[src/rtl/uart_byte_tx.sv]
// UART byte transmitter: 8-entry byte FIFO feeding an 8N1/8E1/8O1/8x2 serialiser.
// Ports: free_clk, rst_n (async low); tx_data/tx_valid/tx_ready write side;
//        uart_txd serial out (idle high); tx_busy, tx_done pulse, fifo_level.
module uart_byte_tx #(
    parameter int CLK_FREQ   = 50000000,
    parameter int BAUD       = 115200,
    parameter int PARITY_EN  = 0,
    parameter int PARITY_ODD = 0,
    parameter int STOP_BITS  = 1
) (
    input  logic       free_clk,
    input  logic       rst_n,
    input  logic [7:0] tx_data,
    input  logic       tx_valid,
    output logic       tx_ready,
    output logic       uart_txd,
    output logic       tx_busy,
    output logic       tx_done,
    output logic [3:0] fifo_level
);

    localparam int DIV      = CLK_FREQ / BAUD;
    localparam int STOP_LEN = STOP_BITS * DIV;
    localparam int CW       = $clog2(STOP_LEN + 1);

    localparam logic [CW-1:0] BIT_LAST  = CW'(DIV - 1);
    localparam logic [CW-1:0] STOP_LAST = CW'(STOP_LEN - 1);
    localparam logic          ODD       = (PARITY_ODD != 0);

    typedef enum logic [2:0] {
        IDLE,
        START,
        DATA,
        PARITY,
        STOP
    } state_t;

    logic [7:0]    mem [8];
    logic [2:0]    wr_ptr;
    logic [2:0]    rd_ptr;
    logic [3:0]    level;
    logic [7:0]    head;
    logic          push;
    logic          pop;
    logic          stop_end;

    state_t        state;
    logic [CW-1:0] cnt;
    logic [2:0]    bit_idx;
    logic [7:0]    shreg;
    logic          par_bit;
    logic          txd_q;
    logic          busy_q;
    logic          done_q;

    assign tx_ready   = (level != 4'd8);
    assign fifo_level = level;
    assign uart_txd   = txd_q;
    assign tx_busy    = busy_q;
    assign tx_done    = done_q;
    assign head       = mem[rd_ptr];
    assign push       = tx_valid && tx_ready;
    assign stop_end   = (state == STOP) && (cnt == STOP_LAST);
    // The FSM takes a byte either from idle or straight out of the last stop cycle.
    assign pop        = (level != 4'd0) && ((state == IDLE) || stop_end);

    always_ff @(posedge free_clk) begin
        if (push) begin
            mem[wr_ptr] <= tx_data;
        end
    end

    always_ff @(posedge free_clk or negedge rst_n) begin
        if (!rst_n) begin
            wr_ptr <= 3'd0;
            rd_ptr <= 3'd0;
            level  <= 4'd0;
        end else begin
            if (push) begin
                wr_ptr <= wr_ptr + 3'd1;
            end
            if (pop) begin
                rd_ptr <= rd_ptr + 3'd1;
            end
            level <= level + 4'(push) - 4'(pop);
        end
    end

    always_ff @(posedge free_clk or negedge rst_n) begin
        if (!rst_n) begin
            state   <= IDLE;
            cnt     <= '0;
            bit_idx <= 3'd0;
            shreg   <= 8'd0;
            par_bit <= 1'b0;
            txd_q   <= 1'b1;
            busy_q  <= 1'b0;
            done_q  <= 1'b0;
        end else begin
            done_q <= 1'b0;
            unique case (state)
                IDLE: begin
                    txd_q  <= 1'b1;
                    busy_q <= 1'b0;
                    cnt    <= '0;
                    if (pop) begin
                        shreg   <= head;
                        par_bit <= (^head) ^ ODD;
                        state   <= START;
                        txd_q   <= 1'b0;
                        busy_q  <= 1'b1;
                    end
                end
                START: begin
                    if (cnt == BIT_LAST) begin
                        cnt     <= '0;
                        bit_idx <= 3'd0;
                        state   <= DATA;
                        txd_q   <= shreg[0];
                    end else begin
                        cnt <= cnt + 1'b1;
                    end
                end
                DATA: begin
                    if (cnt == BIT_LAST) begin
                        cnt <= '0;
                        if (bit_idx == 3'd7) begin
                            if (PARITY_EN != 0) begin
                                state <= PARITY;
                                txd_q <= par_bit;
                            end else begin
                                state <= STOP;
                                txd_q <= 1'b1;
                            end
                        end else begin
                            // Line shows bit 0 of the shifted copy; next bit is bit 1.
                            bit_idx <= bit_idx + 3'd1;
                            shreg   <= {1'b0, shreg[7:1]};
                            txd_q   <= shreg[1];
                        end
                    end else begin
                        cnt <= cnt + 1'b1;
                    end
                end
                PARITY: begin
                    if (cnt == BIT_LAST) begin
                        cnt   <= '0;
                        state <= STOP;
                        txd_q <= 1'b1;
                    end else begin
                        cnt <= cnt + 1'b1;
                    end
                end
                STOP: begin
                    if (cnt == STOP_LAST) begin
                        cnt    <= '0;
                        done_q <= 1'b1;
                        if (pop) begin
                            shreg   <= head;
                            par_bit <= (^head) ^ ODD;
                            state   <= START;
                            txd_q   <= 1'b0;
                        end else begin
                            state  <= IDLE;
                            txd_q  <= 1'b1;
                            busy_q <= 1'b0;
                        end
                    end else begin
                        cnt <= cnt + 1'b1;
                    end
                end
                default: begin
                    state  <= IDLE;
                    txd_q  <= 1'b1;
                    busy_q <= 1'b0;
                end
            endcase
        end
    end

endmodule

[config.mk]
export PLATFORM = sky130hd
export DESIGN_NAME = uart_byte_tx
export DESIGN_NICKNAME = d
export VERILOG_FILES = /design/src/rtl/uart_byte_tx.sv
export SDC_FILE = /design/constraint.sdc
export NUM_CORES = 1
export LEC_CHECK = 0
export CORE_MARGIN = 2
export CORE_UTILIZATION = 55
export CTS_BUF_LIST = sky130_fd_sc_hd__clkbuf_2 sky130_fd_sc_hd__clkbuf_4 sky130_fd_sc_hd__clkbuf_8
export DETAILED_ROUTE_END_ITERATION = 7
export PLACE_DENSITY = 0.73
export REMOVE_ABC_BUFFERS = 1
export SLEW_MARGIN = 20
export SYNTH_ARGS = -nofsm -noshare
export SYNTH_HDL_FRONTEND = slang
export SYNTH_SLANG_ARGS = --single-unit
[constraint.sdc]
create_clock -name free_clk -period 2.9 [get_ports free_clk]
set_input_delay 0.58 -clock free_clk [delete_from_list [all_inputs] [get_ports free_clk]]
set_output_delay 0.58 -clock free_clk [all_outputs]
set_load 0.02 [all_outputs]
==> flow_summary.html, run 1 <==
<table>
<tr><th>Metric</th><th>Value</th></tr>
<tr><th colspan="2">STA</th></tr>
<tr><td>TNS Setup</td><td>0 ps</td></tr>
<tr><td>Max-slew headroom</td><td>48.25%</td></tr>
<tr><td>Slew Limit Fails</td><td>0</td></tr>
<tr><td>Post-layout min period</td><td>2555 ps</td></tr>
<tr><td>Final critical-path setup slack</td><td>345.1 ps</td></tr>
<tr><td>Maximum clock frequency</td><td>391.4 MHz</td></tr>
<tr><td>Setup violations, final</td><td>0</td></tr>
<tr><td>RSZ-0062 raised after global routing</td><td>false</td></tr>
<tr><td>Clock skew</td><td>11.37 ps</td></tr>
<tr><td>Worst Max-Slew Pin Slew</td><td>776.2 ps</td></tr>
<tr><td>Final cycle utilization of the critical path</td><td>88.10%</td></tr>
<tr><td>Hold violation count in the final report</td><td>0</td></tr>
<tr><th colspan="2">Setup path</th></tr>
<tr><td>Number of cells on the worst reg-to-reg path</td><td>12</td></tr>
<tr><td>Termination of the worst setup path</td><td>fifo_level[3]</td></tr>
<tr><td>Crit path required time</td><td>3190 ps</td></tr>
<tr><td>Arrival time at the worst endpoint</td><td>2850 ps</td></tr>
<tr><td>Critical register-to-register path endpoint</td><td>fifo_level[3]</td></tr>
<tr><td>Crit path from</td><td>cnt[1]</td></tr>
<tr><td>Worst R2R Start</td><td>cnt[1]</td></tr>
<tr><td>Type of destination of the critical path</td><td>flop</td></tr>
<tr><td>Type of the worst setup path</td><td>flop to flop</td></tr>
<tr><td>Startpoint type of the worst setup path</td><td>flop</td></tr>
<tr><td>Largest fanout on the critical path</td><td>12</td></tr>
<tr><td>R2R setup slack</td><td>350 ps</td></tr>
<tr><th colspan="2">Flow run</th></tr>
<tr><td>Max capacitance violation total</td><td>0</td></tr>
<tr><th colspan="2">Logic synthesis</th></tr>
<tr><td>Predominant post-synthesis flop cell</td><td>edfxtp_1</td></tr>
<tr><td>Yosys warns</td><td>0</td></tr>
<tr><td>Yosys reg bits</td><td>100</td></tr>
<tr><td>Async set-reset flop share out of synthesis</td><td>36.00%</td></tr>
<tr><td>Number of flops mapped to enable cells by yosys</td><td>64</td></tr>
<tr><td>Share of the synthesized area in the top cell type</td><td>44.00%</td></tr>
<tr><td>Cell types occupying the most area after synthesis</td><td>edfxtp_1 44%, dfrtp_1 20%, mux4_2 8.2%</td></tr>
<tr><td>Cell accounting for the most synthesized area</td><td>edfxtp_1</td></tr>
<tr><td>Sequential cell area fraction in the yosys report</td><td>64.65%</td></tr>
<tr><td>Cell area after technology mapping</td><td>4368 um^2</td></tr>
<tr><td>Number of distinct library cells after synthesis</td><td>51</td></tr>
<tr><td>Synth Area per Inst</td><td>15.22 um^2</td></tr>
<tr><td>Count of mapped cells out of synthesis</td><td>287</td></tr>
<tr><th colspan="2">GRT</th></tr>
<tr><td>Vias in the first global route</td><td>2444</td></tr>
<tr><td>Number of antenna violations at the first check in global routing</td><td>0</td></tr>
<tr><td>Remaining global-route overflow</td><td>0</td></tr>
<tr><td>Pin count of the biggest net entering global routing</td><td>37</td></tr>
<tr><td>First-pass GRT wire length</td><td>12.41 mm</td></tr>
<tr><td>Overall global routing resource usage</td><td>19.38%</td></tr>
<tr><th colspan="2">Cells and area</th></tr>
<tr><td>Fill cells</td><td>567</td></tr>
<tr><td>Seq. cell area</td><td>2824 um^2</td></tr>
<tr><td>Antenna diode count</td><td>0</td></tr>
<tr><td>Fraction of layout cells with a size suffix above 1</td><td>20.31%</td></tr>
<tr><td>Most common cell after layout, fill and taps aside</td><td>edfxtp_1</td></tr>
<tr><td>Area taken by multi-input logic gates</td><td>1438 um^2</td></tr>
<tr><td>Post-layout util</td><td>63.68%</td></tr>
<tr><td>Commonest non-fill, non-tap cells in the layout</td><td>64 x edfxtp_1, 35 x dfrtp_1, 21 x nand2_1</td></tr>
<tr><td># nets final</td><td>339</td></tr>
<tr><td>P&amp;R area growth vs syn</td><td>12.66%</td></tr>
<tr><th colspan="2">Clocking</th></tr>
<tr><td>Clock input transition at the sequential cells of the worst setup and hold paths</td><td>110 ps</td></tr>
<tr><td>Number of instances resized during post-cts repair</td><td>0</td></tr>
<tr><td>TritonCTS sink count</td><td>100</td></tr>
<tr><td>Number of buffers on the longest clock path</td><td>2</td></tr>
<tr><td>CTS H-Tree Depth</td><td>3</td></tr>
<tr><td>CTS tree</td><td>yes</td></tr>
<tr><td>Post-CTS Hold Buffers</td><td>0</td></tr>
<tr><td>Post-CTS setup buffers</td><td>0</td></tr>
<tr><td>Buffer cell driving the clock tree root</td><td>clkbuf_8</td></tr>
<tr><td>Num CTS Buffers</td><td>9</td></tr>
<tr><td>Clock latency at the later pin of the worst-skew pair</td><td>370 ps</td></tr>
<tr><th colspan="2">Power and ir drop</th></tr>
<tr><td>Internal Power</td><td>2476 uW</td></tr>
<tr><td>Clock group share of total power</td><td>30.5%</td></tr>
<tr><td>Net switching component of the power</td><td>914.1 uW</td></tr>
<tr><td>Switching part of the total power</td><td>26.96%</td></tr>
<tr><td>Overall power of the completed layout</td><td>3390 uW</td></tr>
<tr><td>Logic gate share of total power</td><td>16.7%</td></tr>
<tr><td>Power Density</td><td>689.0 nW/um^2</td></tr>
<tr><td>Lkg Pwr</td><td>0.001832 uW</td></tr>
<tr><td>Worst voltage drop across the vdd grid</td><td>0.0004419 V</td></tr>
<tr><td>Sequential fraction of design power</td><td>52.8%</td></tr>
<tr><th colspan="2">Route</th></tr>
<tr><td>Wire length per cell after detailed routing</td><td>18.12 um</td></tr>
<tr><td>DR DRC count</td><td>0</td></tr>
<tr><td>Post-DRT Antenna Nets</td><td>0</td></tr>
<tr><td>Final wirelength</td><td>7.645 mm</td></tr>
<tr><td>Drt via density</td><td>5.787</td></tr>
<tr><td>Number of vias in the routed layout</td><td>2442</td></tr>
<tr><td>Pre-Repair DR Iteration Count</td><td>4</td></tr>
<tr><td>Number of DRC markers after the initial detailed-route iteration</td><td>148</td></tr>
<tr><th colspan="2">Floorplanning</th></tr>
<tr><td>Floorplan core area</td><td>7727 um^2</td></tr>
<tr><td>Num rows</td><td>32</td></tr>
<tr><td>Die Outline Area</td><td>8670 um^2</td></tr>
<tr><td>Starting density of the core</td><td>56.53%</td></tr>
<tr><td>Die Ht</td><td>93.12 um</td></tr>
<tr><td># IOs</td><td>19</td></tr>
<tr><td>Die width</td><td>93.12 um</td></tr>
<tr><th colspan="2">Hold path</th></tr>
<tr><td>Class of the tightest hold or removal check</td><td>input port to async pin</td></tr>
<tr><th colspan="2">Placement</th></tr>
<tr><td>Count of buffers from port buffering</td><td>18</td></tr>
<tr><td>Worst Setup Slack post-DPL</td><td>367.7 ps</td></tr>
<tr><td>Weighted congestion reported at the end of routability-driven placement</td><td>0.7657</td></tr>
<tr><td>Detailed-placement wirelength estimate</td><td>4.812 mm</td></tr>
<tr><th colspan="2">Status</th></tr>
<tr><td>Result of the run</td><td>complete, no violations</td></tr>
</table>
[through the flow]
stage | std cells | hold slack, ps | cell area [um^2]
global route | 422 | 328.6 | 4921
floorplan | 275 | 284.4 | 4300
detailed placement | 405 | 489.3 | 4678
CTS | 421 | 309.6 | 4913
finish | 422 | 276.5 | 4921
global placement | 405 | 477.3 | 4678
[flip-flops by register name, summed over array words and instances (netlist names)]
name        count
bit_idx         3
cnt             9
fifo_level      4
mem            64
rd_ptr          3
shreg           8
state           3
tx_busy         1
tx_done         1
uart_txd        1
wr_ptr          3
[synth_stat cells, types with 2 or more instances]
library cell and instances:
buf_4 2, a2bb2oi_1 7, inv_1 8, o21ai_0 17, and3_1 6, o22ai_1 11, a21oi_1 3, a21o_1 3
clkbuf_1 2, mux4_2 16, nand2_1 21, edfxtp_1 64, mux2_2 8, xor2_1 2, nand3_1 5, or3_1 2
dfrtp_1 35, mux2i_1 2, nor3b_1 2, ha_1 12, xnor2_1 4, a32o_1 2, nor3_1 2, nand2b_1 6
nor2_1 12, buf_2 6, or2_2 3
[cells by family after synthesis]
logic type	count (synthesis)	share of synthesized area (%)
adder cells (fa/ha/maj)	13	3.896
AND/OR/NAND/NOR	66	8.136
XOR/XNOR	6	1.203
multiplexers	26	10.77
flip-flops	100	64.65
AO/OA/AOI/OAI	55	8.909
buffers and inverters	21	2.435
[how the worst min path moves through the flow]
stage / end / slack [ps] / cells after the start / from
2_1_floorplan: bit_idx[0] / 280 / 0 / rst_n
3_5_place_dp: bit_idx[1] / 490 / 1 / bit_idx[1]
6_report: wr_ptr[1] / 280 / 1 / rst_n
3_3_place_gp: bit_idx[1] / 480 / 1 / bit_idx[1]
4_1_cts: wr_ptr[1] / 310 / 1 / rst_n
5_1_grt: wr_ptr[1] / 330 / 1 / rst_n
[per-layer routing]
layer  share of wire, %  vias up  wire [um]  GRT usage, %
li1                   -     1153          -             -
met1                 44     1231       3345         25.41
met2                 49       46       3765         32.07
met3                5.3       12        407         4.110
met4                1.6        0        126         7.475
met5                  0        -          0             0
[layout make-up]
cell class,count,share of cell area [%]
Sequential cell,100,57.39
Multi-Input combinational cell,166,29.21
Timing Repair Buffer,29,5.238
Tap cell,102,2.593
Clock buffer,9,2.517
Clock inverter,7,2.263
Inverter,9,0.7882
[worst max-delay path, cell delays in order (launching register included)]
cell	delay, ps
dfrtp_1	400
inv_1	80
ha_1	130
nand4b_1	180
or2_1	350
a21o_4	310
clkinv_4	70
ha_1	130
inv_1	60
ha_1	280
a21o_1	160
a21oi_1	160
xor2_1	160
[power by group through the flow]
stage / clock network [uW] / logic [uW] / registers, uW
2_1_floorplan: 0 / 302 / 1840
3_3_place_gp: 0 / 558 / 1810
3_5_place_dp: 0 / 574 / 1820
4_1_cts: 1050 / 578 / 1790
5_1_grt: 1110 / 630 / 1810
6_report: 1030 / 567 / 1790
Power figures use the tool's default switching activity.
==> run 2: changes to the inputs <==
--- a/config.mk
+++ b/config.mk
@@ -9,7 +9,8 @@
 export CORE_UTILIZATION = 55
 export CTS_BUF_LIST = sky130_fd_sc_hd__clkbuf_2 sky130_fd_sc_hd__clkbuf_4 sky130_fd_sc_hd__clkbuf_8
 export DETAILED_ROUTE_END_ITERATION = 7
-export PLACE_DENSITY = 0.73
+export DONT_BUFFER_PORTS = 1
+export PLACE_DENSITY = 0.7
 export REMOVE_ABC_BUFFERS = 1
 export SLEW_MARGIN = 20
 export SYNTH_ARGS = -nofsm -noshare
==> run 2 against run 1 <==
Net effect:
- total power decreased by 8.3%
- worst hold slack lost 240 ps
- first-iteration DRC count increased by 20%
==> flow_summary.html, run 2 (synthesis results as in run 1) <==
<table>
<tr><th>Metric</th><th>Value</th></tr>
<tr><th colspan="2">Status</th></tr>
<tr><td>Result of the run</td><td>complete, no violations</td></tr>
<tr><th colspan="2">Clocking</th></tr>
<tr><td>TritonCTS sink count</td><td>100 (unchanged)</td></tr>
<tr><td>Buffer cell driving the clock tree root</td><td>clkbuf_8</td></tr>
<tr><td>Post-CTS setup buffers</td><td>0 (unchanged)</td></tr>
<tr><td>CTS H-Tree Depth</td><td>3 (unchanged)</td></tr>
<tr><td>Clock input transition at the sequential cells of the worst setup and hold paths</td><td>100 ps (about the same)</td></tr>
<tr><td>Number of instances resized during post-cts repair</td><td>0 (unchanged)</td></tr>
<tr><td>Post-CTS Hold Buffers</td><td>1 (+1)</td></tr>
<tr><td>Clock latency at the later pin of the worst-skew pair</td><td>360 ps (about the same)</td></tr>
<tr><td>CTS tree</td><td>yes</td></tr>
<tr><td>Number of buffers on the longest clock path</td><td>2 (unchanged)</td></tr>
<tr><td>Num CTS Buffers</td><td>9 (unchanged)</td></tr>
<tr><th colspan="2">STA</th></tr>
<tr><td>TNS Setup</td><td>0 ps (unchanged)</td></tr>
<tr><td>Maximum clock frequency</td><td>396.2 MHz (+1.2%)</td></tr>
<tr><td>Max-slew headroom</td><td>32.51% (-16 points)</td></tr>
<tr><td>Post-layout min period</td><td>2524 ps (-30.83 ps)</td></tr>
<tr><td>Final cycle utilization of the critical path</td><td>87.04% (-1.1 points)</td></tr>
<tr><td>Hold violation count in the final report</td><td>0 (unchanged)</td></tr>
<tr><td>Clock skew</td><td>8.270 ps (-3.104 ps)</td></tr>
<tr><td>Worst Max-Slew Pin Slew</td><td>1008 ps (+231.8 ps)</td></tr>
<tr><td>RSZ-0062 raised after global routing</td><td>false</td></tr>
<tr><td>Slew Limit Fails</td><td>0 (unchanged)</td></tr>
<tr><td>Setup violations, final</td><td>0 (unchanged)</td></tr>
<tr><th colspan="2">Floorplanning</th></tr>
<tr><td>Num rows</td><td>32 (unchanged)</td></tr>
<tr><td>Die Outline Area</td><td>8670 um^2 (unchanged)</td></tr>
<tr><td>Die Ht</td><td>93.12 um (unchanged)</td></tr>
<tr><td># IOs</td><td>19 (unchanged)</td></tr>
<tr><td>Die width</td><td>93.12 um (unchanged)</td></tr>
<tr><td>Starting density of the core</td><td>56.53% (unchanged)</td></tr>
<tr><td>Floorplan core area</td><td>7727 um^2 (unchanged)</td></tr>
<tr><th colspan="2">Cells and area</th></tr>
<tr><td>Layout Cells excl Fill</td><td>406 (-3.8%)</td></tr>
<tr><td>Fraction of layout cells with a size suffix above 1</td><td>21.71% (+1.4 points)</td></tr>
<tr><td>Area taken by multi-input logic gates</td><td>1438 um^2 (unchanged)</td></tr>
<tr><td>Post-layout util</td><td>61.12% (-2.6 points)</td></tr>
<tr><td># nets final</td><td>323 (-4.7%)</td></tr>
<tr><td>P&amp;R area growth vs syn</td><td>8.135%</td></tr>
<tr><td>Fill cells</td><td>554 (-2.3%)</td></tr>
<tr><td>Antenna diode count</td><td>0 (unchanged)</td></tr>
<tr><td>Largest reg by FF count</td><td>mem</td></tr>
<tr><td>Most common cell after layout, fill and taps aside</td><td>edfxtp_1</td></tr>
<tr><td>Commonest non-fill, non-tap cells in the layout</td><td>64 x edfxtp_1, 35 x dfrtp_1, 21 x nand2_1</td></tr>
<tr><td>Seq. cell area</td><td>2824 um^2 (unchanged)</td></tr>
<tr><td>Largest register FFs</td><td>64 (unchanged)</td></tr>
<tr><td>Registers with the highest flip-flop counts</td><td>mem: 64 flops, cnt: 9 flops, shreg: 8 flops</td></tr>
<tr><th colspan="2">Setup path</th></tr>
<tr><td>Worst R2R Start</td><td>cnt[1]</td></tr>
<tr><td>Type of destination of the critical path</td><td>flop</td></tr>
<tr><td>Crit path from</td><td>cnt[1]</td></tr>
<tr><td>Arrival time at the worst endpoint</td><td>2810 ps (-40 ps)</td></tr>
<tr><td>Crit path required time</td><td>3190 ps (about the same)</td></tr>
<tr><td>Startpoint type of the worst setup path</td><td>flop</td></tr>
<tr><td>Type of the worst setup path</td><td>flop to flop</td></tr>
<tr><td>Largest fanout on the critical path</td><td>12 (unchanged)</td></tr>
<tr><th colspan="2">GRT</th></tr>
<tr><td>Remaining global-route overflow</td><td>0 (unchanged)</td></tr>
<tr><td>Vias in the first global route</td><td>2394 (-2.0%)</td></tr>
<tr><td>Overall global routing resource usage</td><td>19.27% (-0.10 points)</td></tr>
<tr><td>Pin count of the biggest net entering global routing</td><td>36 (-2.7%)</td></tr>
<tr><td>First-pass GRT wire length</td><td>12.41 mm (unchanged)</td></tr>
<tr><td>Number of antenna violations at the first check in global routing</td><td>0 (unchanged)</td></tr>
<tr><th colspan="2">Route</th></tr>
<tr><td>Number of vias in the routed layout</td><td>2354 (-3.6%)</td></tr>
<tr><td>Pre-Repair DR Iteration Count</td><td>6 (+2)</td></tr>
<tr><td>Post-DRT Antenna Nets</td><td>0 (unchanged)</td></tr>
<tr><td>Wire length per cell after detailed routing</td><td>18.63 um (+2.8%)</td></tr>
<tr><td>Final wirelength</td><td>7.562 mm (-1.1%)</td></tr>
<tr><td>Number of DRC markers after the initial detailed-route iteration</td><td>178 (+20%)</td></tr>
<tr><td>Drt via density</td><td>5.798 (+0.20%)</td></tr>
<tr><td>DR DRC count</td><td>0 (unchanged)</td></tr>
<tr><th colspan="2">Power and ir drop</th></tr>
<tr><td>Overall power of the completed layout</td><td>3109 uW (-8.3%)</td></tr>
<tr><td>Power Density</td><td>658.1 nW/um^2 (-4.5%)</td></tr>
<tr><td>Worst voltage drop across the vdd grid</td><td>0.0005220 V (+18%)</td></tr>
<tr><td>Lkg Pwr</td><td>0.001748 uW (-4.6%)</td></tr>
<tr><th colspan="2">Placement</th></tr>
<tr><td>Dpl cells</td><td>389 (-4.0%)</td></tr>
<tr><td>Count of buffers from port buffering</td><td>0 (-18)</td></tr>
<tr><td>Detailed-placement wirelength estimate</td><td>4.919 mm (+2.2%)</td></tr>
<tr><td>Weighted congestion reported at the end of routability-driven placement</td><td>0.7630 (-0.35%)</td></tr>
<tr><th colspan="2">Hold path</th></tr>
<tr><td>Class of the tightest hold or removal check</td><td>input port to async pin</td></tr>
<tr><th colspan="2">Flow run</th></tr>
<tr><td>Max capacitance violation total</td><td>0 (unchanged)</td></tr>
</table>
run 2: cell count changes in the layout (fill, tap and decap cells not counted):
cell	previous run	this run
clkdlybuf4s50_1	17	0
bufinv_16	2	0
inv_8	3	1
buf_12	0	1
buf_2	1	0
buf_4	11	12
clkbuf_4	0	1
clkinv_4	1	2
clkinvlp_4	0	1
inv_6	2	3
run 2: metrics by stage:
step	setup slack [ps]	instance area, um^2	hold slack, ps
final	376.0	4723	38.09
after global routing	181.3	4723	15.47
after CTS	378.5	4723	29.38
after detailed placement	388.4	4518	285.2
after global placement	451.1	4518	285.4
after floorplan	501.6	4300	284.4
run 2: worst paths after layout:
kind	endpoint	slack, ps	depth (start not counted)
worst max-delay path	fifo_level[3]	380	12
worst min-delay path	tx_busy	40	1
worst max register to register	fifo_level[3]	380	12
worst min register to register	bit_idx[1]	510	1
max in group asynchronous	cnt[0]	2670	1
min in group free_clk	mem[4][4]	310	0
run 2: final cells by class:
cell class	count	area share [%]
sequential	100	59.79
multi-input combinational	166	30.44
clock buffer	10	2.781
tap	102	2.702
timing repair buffer	13	2.331
clock inverter	6	1.139
inverter	9	0.8212
run 2: report_power, final:
part	internal [uW]	switching, uW
combinational	190	255
sequential	1710	119
clock	339	492
run 2: layer usage:
metal	share of wire (%)	wire, um	up-vias	GRT usage (%)
met3	2.8	211	6	4.915
met5	0	0	-	0
li1	-	-	1117	-
met2	51	3829	40	32.19
met1	46	3457	1191	25.49
met4	0.85	64	0	5.025
run 2: worst max-delay path, cell delays in order (launching register included):
cell	delay [ps]
dfrtp_1	400
inv_1	80
ha_1	130
nand4b_1	170
or2_1	340
a21o_4	320
clkinv_4	70
ha_1	130
inv_1	60
ha_1	270
a21o_1	160
a21oi_1	160
xor2_1	170
